<file path="src/rtl/wb_pkg.sv">
// Shared constants and types for the writeback stage.
package wb_pkg;

    localparam int unsigned XLEN = 32;
    localparam int unsigned AW   = 5;
    localparam int unsigned NREG = 1 << AW;

    // Source that loads the output register in a given cycle
    typedef enum logic [1:0] {
        WB_NONE,
        WB_ALU,
        WB_LSU
    } wb_src_e;

    // One result headed for the register file
    typedef struct packed {
        logic [AW-1:0]   rd;
        logic [XLEN-1:0] data;
    } wb_res_t;

    // x0 is hardwired to zero: results aimed at it never write
    function automatic logic writes_reg(input logic [AW-1:0] rd);
        return rd != '0;
    endfunction

endpackage

</file>
<file path="src/rtl/wb_stage_if.sv">
// Bundle of the result inputs, issue/query ports and register file write port
// seen by the writeback stage.
interface wb_stage_if;
    import wb_pkg::*;

    // ALU result (no backpressure)
    logic            alu_valid;
    logic [AW-1:0]   alu_rd;
    logic [XLEN-1:0] alu_data;

    // LSU/MUL result with ready handshake
    logic            lsu_valid;
    logic            lsu_ready;
    logic [AW-1:0]   lsu_rd;
    logic [XLEN-1:0] lsu_data;

    // Long-latency issue marker
    logic            iss_valid;
    logic [AW-1:0]   iss_rd;

    // Scoreboard queries
    logic [AW-1:0]   chk_rs1;
    logic [AW-1:0]   chk_rs2;
    logic            chk_busy1;
    logic            chk_busy2;

    // Register file write port
    logic            rg_wrt_en;
    logic [AW-1:0]   rg_wrt_add;
    logic [XLEN-1:0] rg_wrt_data;

    // Upstream pipeline / environment side
    modport master (
        output alu_valid, alu_rd, alu_data,
        output lsu_valid, lsu_rd, lsu_data,
        input  lsu_ready,
        output iss_valid, iss_rd,
        output chk_rs1, chk_rs2,
        input  chk_busy1, chk_busy2,
        input  rg_wrt_en, rg_wrt_add, rg_wrt_data
    );

    // Writeback stage side
    modport slave (
        input  alu_valid, alu_rd, alu_data,
        input  lsu_valid, lsu_rd, lsu_data,
        output lsu_ready,
        input  iss_valid, iss_rd,
        input  chk_rs1, chk_rs2,
        output chk_busy1, chk_busy2,
        output rg_wrt_en, rg_wrt_add, rg_wrt_data
    );

endinterface

</file>
<file path="src/rtl/wb_scoreboard.sv">
// Pending-write scoreboard for long-latency destinations. A bit is set when a
// long-latency op issues and cleared when its result loads the output register.
module wb_scoreboard
    import wb_pkg::*;
(
    input  logic          clk,
    input  logic          rst_n,
    input  logic          set_en,
    input  logic [AW-1:0] set_rd,
    input  logic          clr_en,
    input  logic [AW-1:0] clr_rd,
    input  logic [AW-1:0] rs1,
    input  logic [AW-1:0] rs2,
    output logic          busy1,
    output logic          busy2
);

    logic [NREG-1:0] busy_q;
    logic [NREG-1:0] busy_d;

    // Next busy vector: clear first so a same-cycle reissue to that rd wins
    always_comb begin
        busy_d = busy_q;
        if (clr_en) begin
            busy_d[clr_rd] = 1'b0;
        end
        if (set_en && writes_reg(set_rd)) begin
            busy_d[set_rd] = 1'b1;
        end
        busy_d[0] = 1'b0;
    end

    // Busy vector register
    always_ff @(posedge clk or negedge rst_n) begin
        if (!rst_n) begin
            busy_q <= '0;
        end else begin
            busy_q <= busy_d;
        end
    end

    // Queries read state only, so a result clears its bit in the same cycle it
    // appears on the write port and consumers forward from the write data.
    assign busy1 = writes_reg(rs1) & busy_q[rs1];
    assign busy2 = writes_reg(rs2) & busy_q[rs2];

endmodule

</file>
<file path="src/rtl/wb_stage.sv">
// Writeback stage feeding the register file write port. Merges the single-cycle
// ALU result and the handshaked LSU/MUL result with fixed ALU priority; an LSU
// result that loses arbitration waits in a one-entry skid buffer.
module wb_stage
    import wb_pkg::*;
(
    input  logic       clk,
    input  logic       rst_n,
    wb_stage_if.slave  bus
);

    // Skid buffer for an accepted LSU result blocked by the ALU
    logic    skid_full_q;
    logic    skid_full_d;
    wb_res_t skid_q;
    wb_res_t skid_d;

    // Registered write port
    logic            en_q;
    logic            en_d;
    logic [AW-1:0]   add_q;
    logic [AW-1:0]   add_d;
    logic [XLEN-1:0] data_q;
    logic [XLEN-1:0] data_d;

    // Arbitration result for this cycle
    wb_src_e src;
    wb_res_t sel;
    logic    lsu_acc;

    assign bus.lsu_ready = !skid_full_q;
    assign lsu_acc       = bus.lsu_valid & !skid_full_q;

    // Fixed priority: ALU, then the held skid entry, then a fresh LSU result
    always_comb begin
        src = WB_NONE;
        sel = '0;
        if (bus.alu_valid) begin
            src      = WB_ALU;
            sel.rd   = bus.alu_rd;
            sel.data = bus.alu_data;
        end else if (skid_full_q) begin
            src = WB_LSU;
            sel = skid_q;
        end else if (lsu_acc) begin
            src      = WB_LSU;
            sel.rd   = bus.lsu_rd;
            sel.data = bus.lsu_data;
        end
    end

    // Skid next state: drain on the first ALU bubble, capture an LSU loser.
    // While full, ready is low, so capture and drain never overlap.
    always_comb begin
        skid_full_d = skid_full_q;
        skid_d      = skid_q;
        if (skid_full_q) begin
            if (!bus.alu_valid) begin
                skid_full_d = 1'b0;
            end
        end else if (lsu_acc && bus.alu_valid) begin
            skid_full_d = 1'b1;
            skid_d.rd   = bus.lsu_rd;
            skid_d.data = bus.lsu_data;
        end
    end

    // Output register next state: address/data only move on a real write
    always_comb begin
        en_d   = (src != WB_NONE) && writes_reg(sel.rd);
        add_d  = add_q;
        data_d = data_q;
        if (en_d) begin
            add_d  = sel.rd;
            data_d = sel.data;
        end
    end

    // Skid and output registers; reset drops any held LSU result
    always_ff @(posedge clk or negedge rst_n) begin
        if (!rst_n) begin
            skid_full_q <= 1'b0;
            skid_q      <= '0;
            en_q        <= 1'b0;
            add_q       <= '0;
            data_q      <= '0;
        end else begin
            skid_full_q <= skid_full_d;
            skid_q      <= skid_d;
            en_q        <= en_d;
            add_q       <= add_d;
            data_q      <= data_d;
        end
    end

    assign bus.rg_wrt_en   = en_q;
    assign bus.rg_wrt_add  = add_q;
    assign bus.rg_wrt_data = data_q;

    // Only LSU-sourced results retire long-latency destinations
    wb_scoreboard u_scoreboard (
        .clk    (clk),
        .rst_n  (rst_n),
        .set_en (bus.iss_valid),
        .set_rd (bus.iss_rd),
        .clr_en (src == WB_LSU),
        .clr_rd (sel.rd),
        .rs1    (bus.chk_rs1),
        .rs2    (bus.chk_rs2),
        .busy1  (bus.chk_busy1),
        .busy2  (bus.chk_busy2)
    );

endmodule

</file>
<file path="src/flat_wrapper.sv">
// flat-port wrapper written by rule: the top's interface ports become plain ports
module wb_stage_flat import wb_pkg::*;
  (clk, rst_n, bus_alu_valid, bus_alu_rd, bus_alu_data, bus_lsu_valid, bus_lsu_rd, bus_lsu_data, bus_lsu_ready, bus_iss_valid, bus_iss_rd, bus_chk_rs1, bus_chk_rs2, bus_chk_busy1, bus_chk_busy2, bus_rg_wrt_en, bus_rg_wrt_add, bus_rg_wrt_data);
  wb_stage_if bus_i ();
  input  logic clk;
  input  logic rst_n;
  input wire logic [$bits(bus_i.alu_valid)-1:0] bus_alu_valid;
  input wire logic [$bits(bus_i.alu_rd)-1:0] bus_alu_rd;
  input wire logic [$bits(bus_i.alu_data)-1:0] bus_alu_data;
  input wire logic [$bits(bus_i.lsu_valid)-1:0] bus_lsu_valid;
  input wire logic [$bits(bus_i.lsu_rd)-1:0] bus_lsu_rd;
  input wire logic [$bits(bus_i.lsu_data)-1:0] bus_lsu_data;
  output wire logic [$bits(bus_i.lsu_ready)-1:0] bus_lsu_ready;
  input wire logic [$bits(bus_i.iss_valid)-1:0] bus_iss_valid;
  input wire logic [$bits(bus_i.iss_rd)-1:0] bus_iss_rd;
  input wire logic [$bits(bus_i.chk_rs1)-1:0] bus_chk_rs1;
  input wire logic [$bits(bus_i.chk_rs2)-1:0] bus_chk_rs2;
  output wire logic [$bits(bus_i.chk_busy1)-1:0] bus_chk_busy1;
  output wire logic [$bits(bus_i.chk_busy2)-1:0] bus_chk_busy2;
  output wire logic [$bits(bus_i.rg_wrt_en)-1:0] bus_rg_wrt_en;
  output wire logic [$bits(bus_i.rg_wrt_add)-1:0] bus_rg_wrt_add;
  output wire logic [$bits(bus_i.rg_wrt_data)-1:0] bus_rg_wrt_data;
  assign bus_i.alu_valid = bus_alu_valid;
  assign bus_i.alu_rd = bus_alu_rd;
  assign bus_i.alu_data = bus_alu_data;
  assign bus_i.lsu_valid = bus_lsu_valid;
  assign bus_i.lsu_rd = bus_lsu_rd;
  assign bus_i.lsu_data = bus_lsu_data;
  assign bus_lsu_ready = bus_i.lsu_ready;
  assign bus_i.iss_valid = bus_iss_valid;
  assign bus_i.iss_rd = bus_iss_rd;
  assign bus_i.chk_rs1 = bus_chk_rs1;
  assign bus_i.chk_rs2 = bus_chk_rs2;
  assign bus_chk_busy1 = bus_i.chk_busy1;
  assign bus_chk_busy2 = bus_i.chk_busy2;
  assign bus_rg_wrt_en = bus_i.rg_wrt_en;
  assign bus_rg_wrt_add = bus_i.rg_wrt_add;
  assign bus_rg_wrt_data = bus_i.rg_wrt_data;
  wb_stage u_core (.clk(clk), .rst_n(rst_n), .bus(bus_i));
endmodule
</file>
<file path="config.mk">
export PLATFORM = sky130hd
export DESIGN_NAME = wb_stage_flat
export DESIGN_NICKNAME = d
export VERILOG_FILES = /design/src/rtl/wb_pkg.sv /design/src/rtl/wb_stage_if.sv /design/src/rtl/wb_scoreboard.sv /design/src/rtl/wb_stage.sv /design/src/flat_wrapper.sv
export SDC_FILE = /design/constraint.sdc
export NUM_CORES = 1
export LEC_CHECK = 0
export BUFFER_PORTS_ARGS = -buffer_cell sky130_fd_sc_hd__buf_2
export CORE_MARGIN = 10
export CORE_UTILIZATION = 58
export DETAILED_ROUTE_END_ITERATION = 12
export GPL_TIMING_DRIVEN = 0
export PLACE_DENSITY = 0.86
export SLEW_MARGIN = 20
export SYNTH_ARGS = -nofsm -noshare
export SYNTH_HDL_FRONTEND = slang
export SYNTH_SLANG_ARGS = --single-unit
</file>
<file path="constraint.sdc">
create_clock -name clk -period 5.1 [get_ports clk]
set_clock_uncertainty 0.05 [all_clocks]
set_input_delay 1.02 -clock clk [delete_from_list [all_inputs] [get_ports clk]]
set_output_delay 1.02 -clock clk [all_outputs]
set_load 0.005 [all_outputs]
</file>
### Word level (Yosys, flattened, before mapping)

Cells that the tools add are included.

| storage, ports and cells | value |
|---|---|
| logic and storage cells | 52 |
| flip-flop bits (word level) | 107 |

| operators by class | value |
|---|---|
| reduce and logical (&&, ||, !) cells | 12 |
| multiplexer cells | 19 |
| $lt $le $gt $ge | 6 |
| equal/unequal tests | 1 |
| bitwise logic cells | 7 |

Operators with widths:

| cell | count |
|---|---|
| 37-bit 2-to-1 mux | 3 |
| 32-bit 2-to-1 mux | 2 |
| 32-bit AND | 1 |
| 32-bit NOT | 1 |
| 32-bit OR | 1 |
| 5-bit by 6-bit < comparator with 1-bit output (second input constant) | 4 |
| 5-bit nonzero test | 4 |
| 1-bit binary-select mux with 5-bit select | 2 |
| 1-bit demux with 5-bit select | 2 |
| 5-bit by 1-bit greater-or-equal comparator with 1-bit output (second input constant) | 2 |
| 1-bit 2-to-1 mux | 7 |
| 2-bit 2-to-1 mux | 3 |
| 1-bit logical AND | 5 |
| 1-bit AND | 3 |
| 2-bit equality test (second input constant) | 1 |
| 2-bit AND reduction | 1 |
| 2-bit nonzero test | 1 |
| 1-bit logical NOT | 1 |
| 1-bit NOT | 1 |

### Longest topological paths before layout

Gate-level depths: netlist of run 1.

| depth | value |
|---|---|
| word-level depth | 14 |
| depth in mapped cells | 9 |

### Hierarchy

Synthesis of run 1 repeated with hierarchy kept, for this count alone.

| unflattened totals | value |
|---|---|
| cells, all modules | 494 |
| area total of the unflattened synthesis | 5509.0 um^2 |

By module, submodules not included:

| module | seq. area each (um^2) | instances | cells an instance | area an instance (um^2) |
|---|---|---|---|---|
| wb_stage | 1901.8 | 1 | 298 | 3638.5 |
| wb_scoreboard | 775.7 | 1 | 196 | 1870.5 |

### Least setup slack after synthesis of run 1

OpenSTA, ideal clock, no wires.

| path | value |
|---|---|
| path type | input to output |
| start | in bus_chk_rs1[2] |
| end | out bus_chk_busy1 |
| data arrival time | 2.515 ns |
| path buffers | 1 |
| setup slack | 1.515 ns |
| stages | 5 |
| cells stage by stage | clkbuf_1 mux4_2 or3b_2 o311ai_0 o311ai_0 |

| between the ends | value |
|---|---|
| word-level cells in the longest chain between the ends | 3 |
| elaborated cells between the ends (all ways) | 4 |
| those cells by class | mux: 2; bitwise: 1; reduce/logical: 1 |

RTL lines:

| what | line | RTL |
|---|---|---|
| start, declared | flat_wrapper.sv:16 | `input wire logic [$bits(bus_i.chk_rs1)-1:0] bus_chk_rs1;` |
| 1-bit binary-select mux with 5-bit select | wb_scoreboard.sv:44 | `assign busy1 = writes_reg(rs1) & busy_q[rs1];` |
| 1-bit 2-to-1 mux (not written as such) | wb_scoreboard.sv:44 |  |
| 1-bit AND (*) | wb_scoreboard.sv:44 |  |
| end, declared | flat_wrapper.sv:18 | `output wire logic [$bits(bus_i.chk_busy1)-1:0] bus_chk_busy1;` |

Mark *: on every way between the ends. The rest lies on a longest branch, timed or not. The select of a mux whose other input is x is not followed.

### Final worst setup path of run 1

Same ends and word-level chain as after synthesis.

==> metrics.md, run 1 <==
| Metric | Value |
|---|---|
| GRT overflow | 0 |
| Synth Cell Area | roughly 5600 um2 |
| Post-CTS sizing | 0 |
| Final worst setup slack | 1180 ps |
| Setup bufs post-CTS | 0 |
| Final GP Congestion | ~0.89 |
| Switching share of total power | 0.296 |
| ANT nets after route | 0 |
| WS Path Type | in -> out |
| Slew Limit Headroom | 0.574 |
| CTS buffer count | 9 |
| Clk pin slew, worst setup/hold paths | ~110 ps |
| Detailed-route wire length | 15,200 um |
| Setup violators final | 0 |
| Nets | 735 |
| R2R depth | 6 |
| CTS tree | built |
| Least-Margin Pin Slew | 637 ps |
| Layout cells sized above 1 | 0.384 |
| Seq pwr share | 0.514 |
| Fmax | 255 MHz |
| DP Worst Slack | 1190 ps |
| Area Growth Syn to Fin | 18.6% |
| Vias in the first global route | 4,912 |
| Initial DRC Count | 303 |
| IO buf count | ~130 |
| Die Wd | 118 um |
| Initial Util | 0.599 |
| Final period util | 0.768 |
| CTS Buffer Depth | 2 |
| Synth Warn # | 0 |
| Root Buffer | clkbuf_8 |
| Via/cell ratio | 5.98 |
| Syn_area_per_cell | 11.1 um2 |
| #FFs+latches synth | 107 |
| Crit. End Element | output port |
| Post-Syn Nets | about 600 |
| Largest net degree at the start of global routing | between 50 and 60 |
| Max Slew Vio Count | 0 |
| Synth area leader | dfrtp_1 |
| Core ar. | between 9000 and 10,000 um2 |
| Register area share after synthesis | 0.479 |
| Max cap viols | 0 |
| DR vias | around 4.6k |
| Die Y-Extent | 118 um |
| Yosys cell types | 32 |
| Core Rows | 35 |
| Drt drc | 0 |
| # clock sinks | 107 |
| Synth top area cells | dfrtp_1 48%, mux2_2 8.9%, o21ai_0 8.6% |
| Global-route wire length before repair | 24,900 um |
| FILL cells | 686 |
| H-tree depth | 3 |
| Setup crit start kind | primary input |
| Most frequent cells in the layout | 127 x buf_2, 107 x dfrtp_1, 96 x o21ai_0 |
| Most common cell after layout, fill and taps aside | buf_2 |
| WP data required | 4030 ps |
| WL per Instance | 19.6 um |
| Share of the synthesized area in the top cell type | 0.479 |
| NetSw | 0.644 mW |
| Power Density | roughly 330 nW/um2 |
| Initial antenna violation count | 1 |
| Clock Latency Late Sink | 370 ps |
| Leak | 3.13 nW |
| Syn Inst Count | approximately 500 |
| Unrepaired setup endpoints after global routing | false |
| Hold Path Depth | 1 |
| Detailed Routing Iterations Pass 1 | 5 |
| CTS Hold Buffers Added | 0 |
| Clock Power Share | 0.244 |
| Max FO, Critical Path | 7 |
| Final TNS setup | 0 ps |
| Final Hold Vio Count | 0 |
| Reg area | 2680 um2 |
| R2R Setup Slk | 2640 ps |
| Overall Global Routing Usage | 0.213 |
| Logic pwr share | 0.242 |
| Die area | 14,000 um2 |
| Number of I/O pins | 135 |
| Worst Hold Class | reg -> reg |
| Status | completed |
| Internal power | 1.53 mW |
| VDD IR max | 0.183 mV |
| Worst EP arrival | around 2900 ps |
| DP Wirelength | 11,500 um |
| Period minus WS final | 3920 ps |
| Multi-input combinational cell area | between 2000 and 3000 um2 |
[routing by layer]
metal / share of wire / up-vias / track usage
li1: - / 2115 / -
met1: 0.40 / 2307 / 0.247
met2: 0.51 / 191 / 0.372
met3: 0.069 / 34 / 0.0614
met4: 0.021 / 0 / 0.0657
met5: 0 / - / 0
[worst max-delay path, cell delays in order]
cell	delay [ps]
clkbuf_1	340
mux4_2	570
or3b_2	450
o311ai_0	110
o311ai_0	190
buf_2	160
[power by group through the flow]
stage,clock network (mW),registers (mW),logic (mW)
2_1_floorplan,0,1.10,0.346
3_3_place_gp,0,1.11,0.500
3_5_place_dp,0,1.13,0.524
4_1_cts,0.535,1.11,0.526
5_1_grt,0.571,1.13,0.583
6_report,0.531,1.12,0.525
[per-stage QoR]
step | cells | util | hold WS (ps) | area [um2] | power (mW)
2_1_floorplan | 501 | - | 424 | 5590 | 1.44
3_3_place_gp | 758 | 0.685 | 408 | 6390 | 1.61
3_5_place_dp | 759 | 0.688 | 414 | 6420 | 1.65
4_1_cts | 775 | 0.710 | 439 | 6620 | 2.17
5_1_grt | 775 | 0.710 | 461 | 6620 | 2.29
6_report | 777 | 0.710 | 439 | 6630 | 2.17
[kinds of logic (layout without fill, tap and decap cells)]
group,count (synthesis),count (layout),synth area share
multiplexers,91,91,0.230
AO/OA/AOI/OAI,152,152,0.149
buffers and inverters,39,184,0.0323
flip-flops,107,107,0.479
other,0,2,0
AND/OR/NAND/NOR,112,112,0.109
[Yosys cell counts]
cell and number:
dfrtp_1 107, o21ai_0 96, mux2_2 44, nand2_1 43, a21oi_1 37, and3_1 31, mux2_4 29, clkbuf_1 26
mux4_2 14, nand3_1 10, nand3b_1 10, inv_1 6, a21o_1 5, or3b_2 5, buf_6 4, mux2i_1 4
nor2_1 4, o311ai_0 4, or3_1 4, a21oi_2 2, a22o_1 2, a22oi_2 2, a2bb2oi_1 2, nand2b_1 2
a22oi_1 1, buf_1 1, buf_4 1, inv_2 1, nor2b_1 1, nor3_4 1, o21a_1 1, or3_4 1
[state kept, by name (all words and copies together) (netlist names)]
| register | cells |
|---|---|
| u_core.bus.rg_wrt_en | 1 |
| u_core.bus.rg_wrt_add | 5 |
| u_core.bus.rg_wrt_data | 32 |
| u_core.skid_q | 37 |
| u_core.skid_full_q | 1 |
| u_core.u_scoreboard.busy_q | 31 |
[final cells by class]
class	count	area share
Multi-Input combinational cell	355	0.412
Tap cell	129	0.0244
Timing Repair Buffer	129	0.102
Sequential cell	107	0.404
Clock inverter	6	0.0108
Antenna cell	2	0.000755
Buffer	32	0.0232
Clock buffer	10	0.0193
Inverter	7	0.00397
[path summary, 6_finish.rpt]
check | end | start
min | u_core.bus.rg_wrt_add[0] | u_core.bus.rg_wrt_add[0]
min in group asynchronous | u_core.u_scoreboard.busy_q[2] | rst_n
max in group asynchronous | u_core.skid_q[34] | rst_n
min reg2reg | u_core.bus.rg_wrt_add[0] | u_core.bus.rg_wrt_add[0]
max reg2reg | u_core.skid_q[25] | u_core.skid_full_q
max | bus_chk_busy1 | bus_chk_rs1[2]
Note: power is estimated with default switching activity, not from simulation.
==> run 2: changes to the inputs <==
- CORE_UTILIZATION: 58 -> 49
- PLACE_DENSITY: 0.86 -> 0.77
- clock period: 5.1 -> 3.3 ns (I/O delays scaled with it)
==> run 2 against run 1 <==
Combinational power grew 55%. Worst setup slack worse by 1000 ps. Highest routed layer is now met5. Global-route usage is 1.9 points lower. Non-clock buffer count unchanged. Sequential share of layout area down 0.68 points. Largest cell class unchanged.
==> metrics.md, run 2 (synthesized netlist as in run 1, its figures left out) <==
| Metric | Value |
|---|---|
| Clock Latency Late Sink | 350 ps (was 370 ps) |
| Most frequent cell on the critical path | o311ai_0 (unchanged) |
| R2R depth | 8 (was 6) |
| R2R Setup Slk | 860 ps (was 2640 ps) |
| Crit. End Element | output port (unchanged) |
| CP peak stage delay | 560 ps (was 570 ps) |
| WS Path Type | in -> out (unchanged) |
| Crit path cell chain | clkbuf_1, mux4_2, or3b_2, o311ai_0, o311ai_0, buf_2 (unchanged) |
| WP data required | 2590 ps (was 4030 ps) |
| RR Startpoint | u_core.skid_full_q (unchanged) |
| Via/cell ratio | 5.82 (was 5.98) |
| Die Y-Extent | 127 um (was 118 um) |
| Number of I/O pins | 135 (unchanged) |
| Area after DPL | 6430 um2 (was 6420 um2) |
| CTS buffer count | 9 (unchanged) |
| Reg-to-reg critical path endpoint | u_core.bus.rg_wrt_data[6] (was u_core.skid_q[25]) |
| IO buf count | 128 (unchanged) |
| Max reg flops | 37 (unchanged) |
| Core Util, Final | 0.613 (was 0.710) |
| Final TNS setup | 0 ps (unchanged) |
| Final GP Congestion | 0.897 (was 0.889) |
| Power Density | 545 nW/um2 (was 328 nW/um2) |
| ANT nets after route | 0 (unchanged) |
| Vias in the first global route | 5,067 (was 4,912) |
| Die area | 16,100 um2 (was 14,000 um2) |
| Drt drc | 0 (unchanged) |
| Final Hold Vio Count | 0 (unchanged) |
| Nets | 735 (unchanged) |
| Clk pin slew, worst setup/hold paths | 70 ps (was 110 ps) |
| Max cap viols | 0 (unchanged) |
| Final period util | 0.951 |
| Hold slack | 160 ps (was 439 ps) |
| Area Growth Syn to Fin | 20.6% (was 18.6%) |
| H-tree depth | 3 (unchanged) |
| Setup crit start kind | primary input (unchanged) |
| Most frequent cells in the layout | 127 x buf_2, 107 x dfrtp_1, 96 x o21ai_0 (unchanged) |
| Setup bufs post-CTS | 0 (unchanged) |
| Post-CTS sizing | 0 (unchanged) |
| Die Wd | 127 um (was 118 um) |
| Global-route wire length before repair | 25,800 um (was 24,900 um) |
| # clock sinks | 107 (unchanged) |
| Worst EP arrival | 2430 ps (was 2850 ps) |
| Detailed-route wire length | 15,600 um (was 15,200 um) |
| Crit. Startpoint | bus_chk_rs1[2] (unchanged) |
| Layout cells sized above 1 | 0.380 (was 0.384) |
| CTS Hold Buffers Added | 0 (unchanged) |
| Setup crit end | bus_chk_busy1 (unchanged) |
| Initial antenna violation count | 3 (was 1) |
| Leak | 3.18 nW (was 3.13 nW) |
| Least-Margin Pin Slew | 657 ps (was 637 ps) |
| Max FO, Critical Path | 7 (unchanged) |
| GRT overflow | 0 (unchanged) |
| Initial Util | 0.509 (was 0.599) |
| Max Slew Vio Count | 0 (unchanged) |
| Period minus WS final | 3140 ps |
| FILL cells | 895 (was 686) |
| Most flop-heavy register | u_core.skid_q (unchanged) |
| Unrepaired setup endpoints after global routing | false (unchanged) |
| Setup violators final | 0 (unchanged) |
| CTS tree | built (unchanged) |
| Initial DRC Count | 391 (was 303) |
| Worst Hold Class | in -> async (was reg -> reg) |
| DR vias | 4,575 (was 4,647) |
| Slew Limit Headroom | 0.560 (was 0.574) |
| CTS Buffer Depth | 2 (unchanged) |
| Fin area | 6740 um2 (was 6630 um2) |
| Detailed Routing Iterations Pass 1 | 4 (was 5) |
| Fmax | 319 MHz |
| Root Buffer | clkbuf_16 (was clkbuf_8) |
| Most common cell after layout, fill and taps aside | buf_2 (unchanged) |
| Overall Global Routing Usage | 0.194 (was 0.213) |
| WL per Instance | 19.8 um (was 19.6 um) |
| Largest net degree at the start of global routing | 68 (was 57) |
| Core Rows | 38 (was 35) |
| DP Wirelength | 11,600 um (was 11,500 um) |
| VDD IR max | 0.300 mV (was 0.183 mV) |
| Status | completed (unchanged) |
| Worst path slowest cell | mux4_2 (unchanged) |
| Core ar. | 11,000 um2 (was 9330 um2) |
run 2: worst min-delay path by stage:
stage | cells after the start | to | slack, ps | startpoint
detailed placement | 1 | u_core.bus.rg_wrt_add[3] | 420 | u_core.bus.rg_wrt_add[3]
global placement | 1 | u_core.bus.rg_wrt_add[1] | 410 | u_core.bus.rg_wrt_add[1]
global route | 1 | u_core.u_scoreboard.busy_q[1] | 180 | rst_n
finish | 1 | u_core.u_scoreboard.busy_q[1] | 160 | rst_n
CTS | 1 | u_core.u_scoreboard.busy_q[1] | 170 | rst_n
floorplan | 0 | u_core.bus.rg_wrt_add[0] | 310 | rst_n
run 2: worst max-delay path, delay by kind of cell:
family / cells / cell delay, ps
AOI/OAI and AO/OA: 2 / 300
buffers and inverters: 2 / 470
muxes: 1 / 560
and+or+nand+nor: 1 / 440
run 2: routing by layer:
layer / global-route usage / vias up / part of all wire
met3: 0.0596 / 27 / 0.077
met4: 0.0764 / 2 / 0.017
met1: 0.232 / 2246 / 0.40
met2: 0.321 / 191 / 0.50
li1: - / 2109 / -
met5: 0 / - / 0.00045
run 2: cell type report:
cell class,count,area [um2],share of cell area
diodes,2,5.00,0.000743
clock inverters,3,65.1,0.00966
plain buffers,32,154,0.0228
repair buffers,129,674,0.100
clock buffers,11,233,0.0345
inverters,7,26.3,0.00390
well taps,140,175,0.0260
flip-flops and latches,107,2680,0.397
multi-input cells,355,2730,0.405
run 2: metrics by stage:
stage / worst slack [ps] / total power [mW] / std cells
final: 162 / 3.67 / 786
after global routing: 29.0 / 3.86 / 785
after CTS: 155 / 3.69 / 784
after detailed placement: 155 / 2.56 / 770
after global placement: 208 / 2.50 / 769
after floorplan: 435 / 2.23 / 501
run 2: report_power, final:
part	total, mW	switching [mW]	internal, mW
logic	0.813	0.372	0.441
clock network	1.13	0.472	0.657
registers	1.73	0.167	1.56
==> run 3: changes to the inputs <==
- BUFFER_PORTS_ARGS: -buffer_cell sky130_fd_sc_hd__buf_2 -> not set
- CORE_UTILIZATION: 49 -> 58
- DONT_BUFFER_PORTS: not set -> 1
- PLACE_DENSITY: 0.77 -> 0.76
- SLEW_MARGIN: 20 -> 10
==> run 3 against run 2 <==
Die area shrank 13%. Worst setup slack gained 81 ps. Via count decreased by 11%. Fmax is 2.6% higher. Critical endpoint is now bus_chk_busy2. First-iteration DRC count is 26% lower.
==> metrics.md, run 3 (synthesized netlist as in run 1, its figures left out) <==
| Metric | Value |
|---|---|
| H-tree depth | 3 (unchanged) |
| Core Rows | 35 (was 38) |
| VDD IR max | 0.289 mV (was 0.300 mV) |
| Initial DRC Count | 288 (was 391) |
| Die Wd | 118 um (was 127 um) |
| Most frequent cells in the layout | 107 x dfrtp_1, 96 x o21ai_0, 44 x mux2_2 (was 127 x buf_2, 107 x dfrtp_1, 96 x o21ai_0) |
| Setup crit start kind | primary input (unchanged) |
| Worst Hold Class | in -> async (unchanged) |
| ANT cells | 0 (was 2) |
| Setup bufs post-CTS | 0 (unchanged) |
| Setup violators final | 0 (unchanged) |
| Die area | 14,000 um2 (was 16,100 um2) |
| Detailed Routing Iterations Pass 1 | 6 (was 4) |
| Worst EP arrival | 2350 ps (was 2430 ps) |
| Final Hold Vio Count | 0 (unchanged) |
| Layout cells sized above 1 | 0.232 (was 0.380) |
| Met1 Use GR | 0.248 (was 0.232) |
| Most flop-heavy register | u_core.skid_q (unchanged) |
| CTS buffer count | 9 (unchanged) |
| Met2 usage | 0.336 (was 0.321) |
| DP Wirelength | 10,800 um (was 11,600 um) |
| Status | completed (unchanged) |
| Least-Margin Pin Slew | 644 ps (was 657 ps) |
| Clock Latency Late Sink | 360 ps (was 350 ps) |
| Drt drc | 0 (unchanged) |
| Max cap viols | 0 (unchanged) |
| Nets | 607 (was 735) |
| FILL cells | 763 (was 895) |
| Initial antenna violation count | 0 (was 3) |
| WL per Instance | 22.6 um (was 19.8 um) |
| Global-route wire length before repair | 23,600 um (was 25,800 um) |
| CTS Buffer Depth | 2 (unchanged) |
| Area after DPL | 5750 um2 (was 6430 um2) |
| Hold slack | 179 ps (was 160 ps) |
| Unrepaired setup endpoints after global routing | false (unchanged) |
| Number of I/O pins | 135 (unchanged) |
| Vias in the first global route | 4,390 (was 5,067) |
| Fmax | 327 MHz (was 319 MHz) |
| WS Path Type | in -> out (unchanged) |
| Core Util, Final | 0.638 (was 0.613) |
| GRT overflow | 0 (unchanged) |
| Max Slew Vio Count | 0 (unchanged) |
| Final GP Congestion | 0.838 (was 0.897) |
| Global route hottest layer | met2 (unchanged) |
| Core ar. | 9330 um2 (was 11,000 um2) |
| Max FO, Critical Path | 7 (unchanged) |
| Period minus WS final | 3060 ps (was 3140 ps) |
| IO buf count | 0 (was 128) |
| Initial Util | 0.599 (was 0.509) |
| Met3 Usage GRT | 0.0823 (was 0.0596) |
| Area Growth Syn to Fin | 6.52% (was 20.6%) |
| Slew Limit Headroom | 0.571 (was 0.560) |
| Root Buffer | clkbuf_8 (was clkbuf_16) |
| Overall Global Routing Usage | 0.207 (was 0.194) |
| Fin area | 5950 um2 (was 6740 um2) |
| Tot Pwr | 3.17 mW (was 3.67 mW) |
| # clock sinks | 107 (unchanged) |
| CTS tree | built (unchanged) |
| DR vias | 4,055 (was 4,575) |
| Final TNS setup | 0 ps (unchanged) |
| Detailed-route wire length | 14,600 um (was 15,600 um) |
| Post-CTS sizing | 0 (unchanged) |
| WP data required | 2590 ps (about the same) |
| Largest net degree at the start of global routing | 108 (was 68) |
| ANT nets after route | 0 (unchanged) |
| Most common cell after layout, fill and taps aside | dfrtp_1 (was buf_2) |
| Via/cell ratio | 6.28 (was 5.82) |
| Power Density | 533 nW/um2 (was 545 nW/um2) |
| Crit. End Element | output port (unchanged) |
| Final period util | 0.926 (was 0.951) |
| Clk pin slew, worst setup/hold paths | 100 ps (was 70 ps) |
| Max reg flops | 37 (unchanged) |
| Die Y-Extent | 118 um (was 127 um) |
| Leak | 2.60 nW (was 3.18 nW) |
run 3: final cells by class:
cell class	instances	area, um2	share of cell area
Buffer	32	154	0.0259
Clock buffer	10	138	0.0231
Clock inverter	5	37.5	0.00631
Inverter	7	26.3	0.00442
Multi-Input combinational cell	355	2730	0.458
Sequential cell	107	2680	0.450
Tap cell	129	161	0.0271
Timing Repair Buffer	1	27.5	0.00463
run 3: per-stage QoR:
stage	instances	setup WS, ps
after detailed placement	630	237
final	646	243
after global placement	630	284
after CTS	646	237
after global routing	646	132
after floorplan	501	435
run 3: routing by layer:
layer	part of all wire	up-vias
met5	0	-
met3	0.091	25
li1	-	1854
met2	0.49	148
met4	0.019	0
met1	0.40	2028
run 3: timing repair:
item,4_1_cts,5_1_grt
hold endpoints to repair,107,0
setup endpoints to repair,0,0
hold buffers,1,0
run 3: report_power, final:
part | internal, mW | switching, mW | total, mW
logic | 0.367 | 0.306 | 0.673
clock network | 0.296 | 0.460 | 0.756
registers | 1.56 | 0.178 | 1.74
total | 2.23 | 0.945 | 3.17
run 3: worst paths after layout:
check	startpoint	end	slack (ps)	depth (start not counted)
worst min register to register	u_core.skid_q[25]	u_core.skid_q[25]	470	1
worst max register to register	u_core.skid_full_q	u_core.skid_q[29]	870	6
worst max-delay path	bus_chk_rs2[2]	bus_chk_busy2	240	5
max in group asynchronous	rst_n	u_core.u_scoreboard.busy_q[11]	2640	1
worst min-delay path	rst_n	u_core.bus.rg_wrt_data[22]	180	1
min in group clk	bus_lsu_data[12]	u_core.skid_q[12]	380	1
run 3: critical path, stage by stage:
cell	delay, ps
clkbuf_1	330
mux4_2	550
or3b_2	440
o311ai_0	100
o311ai_0	270
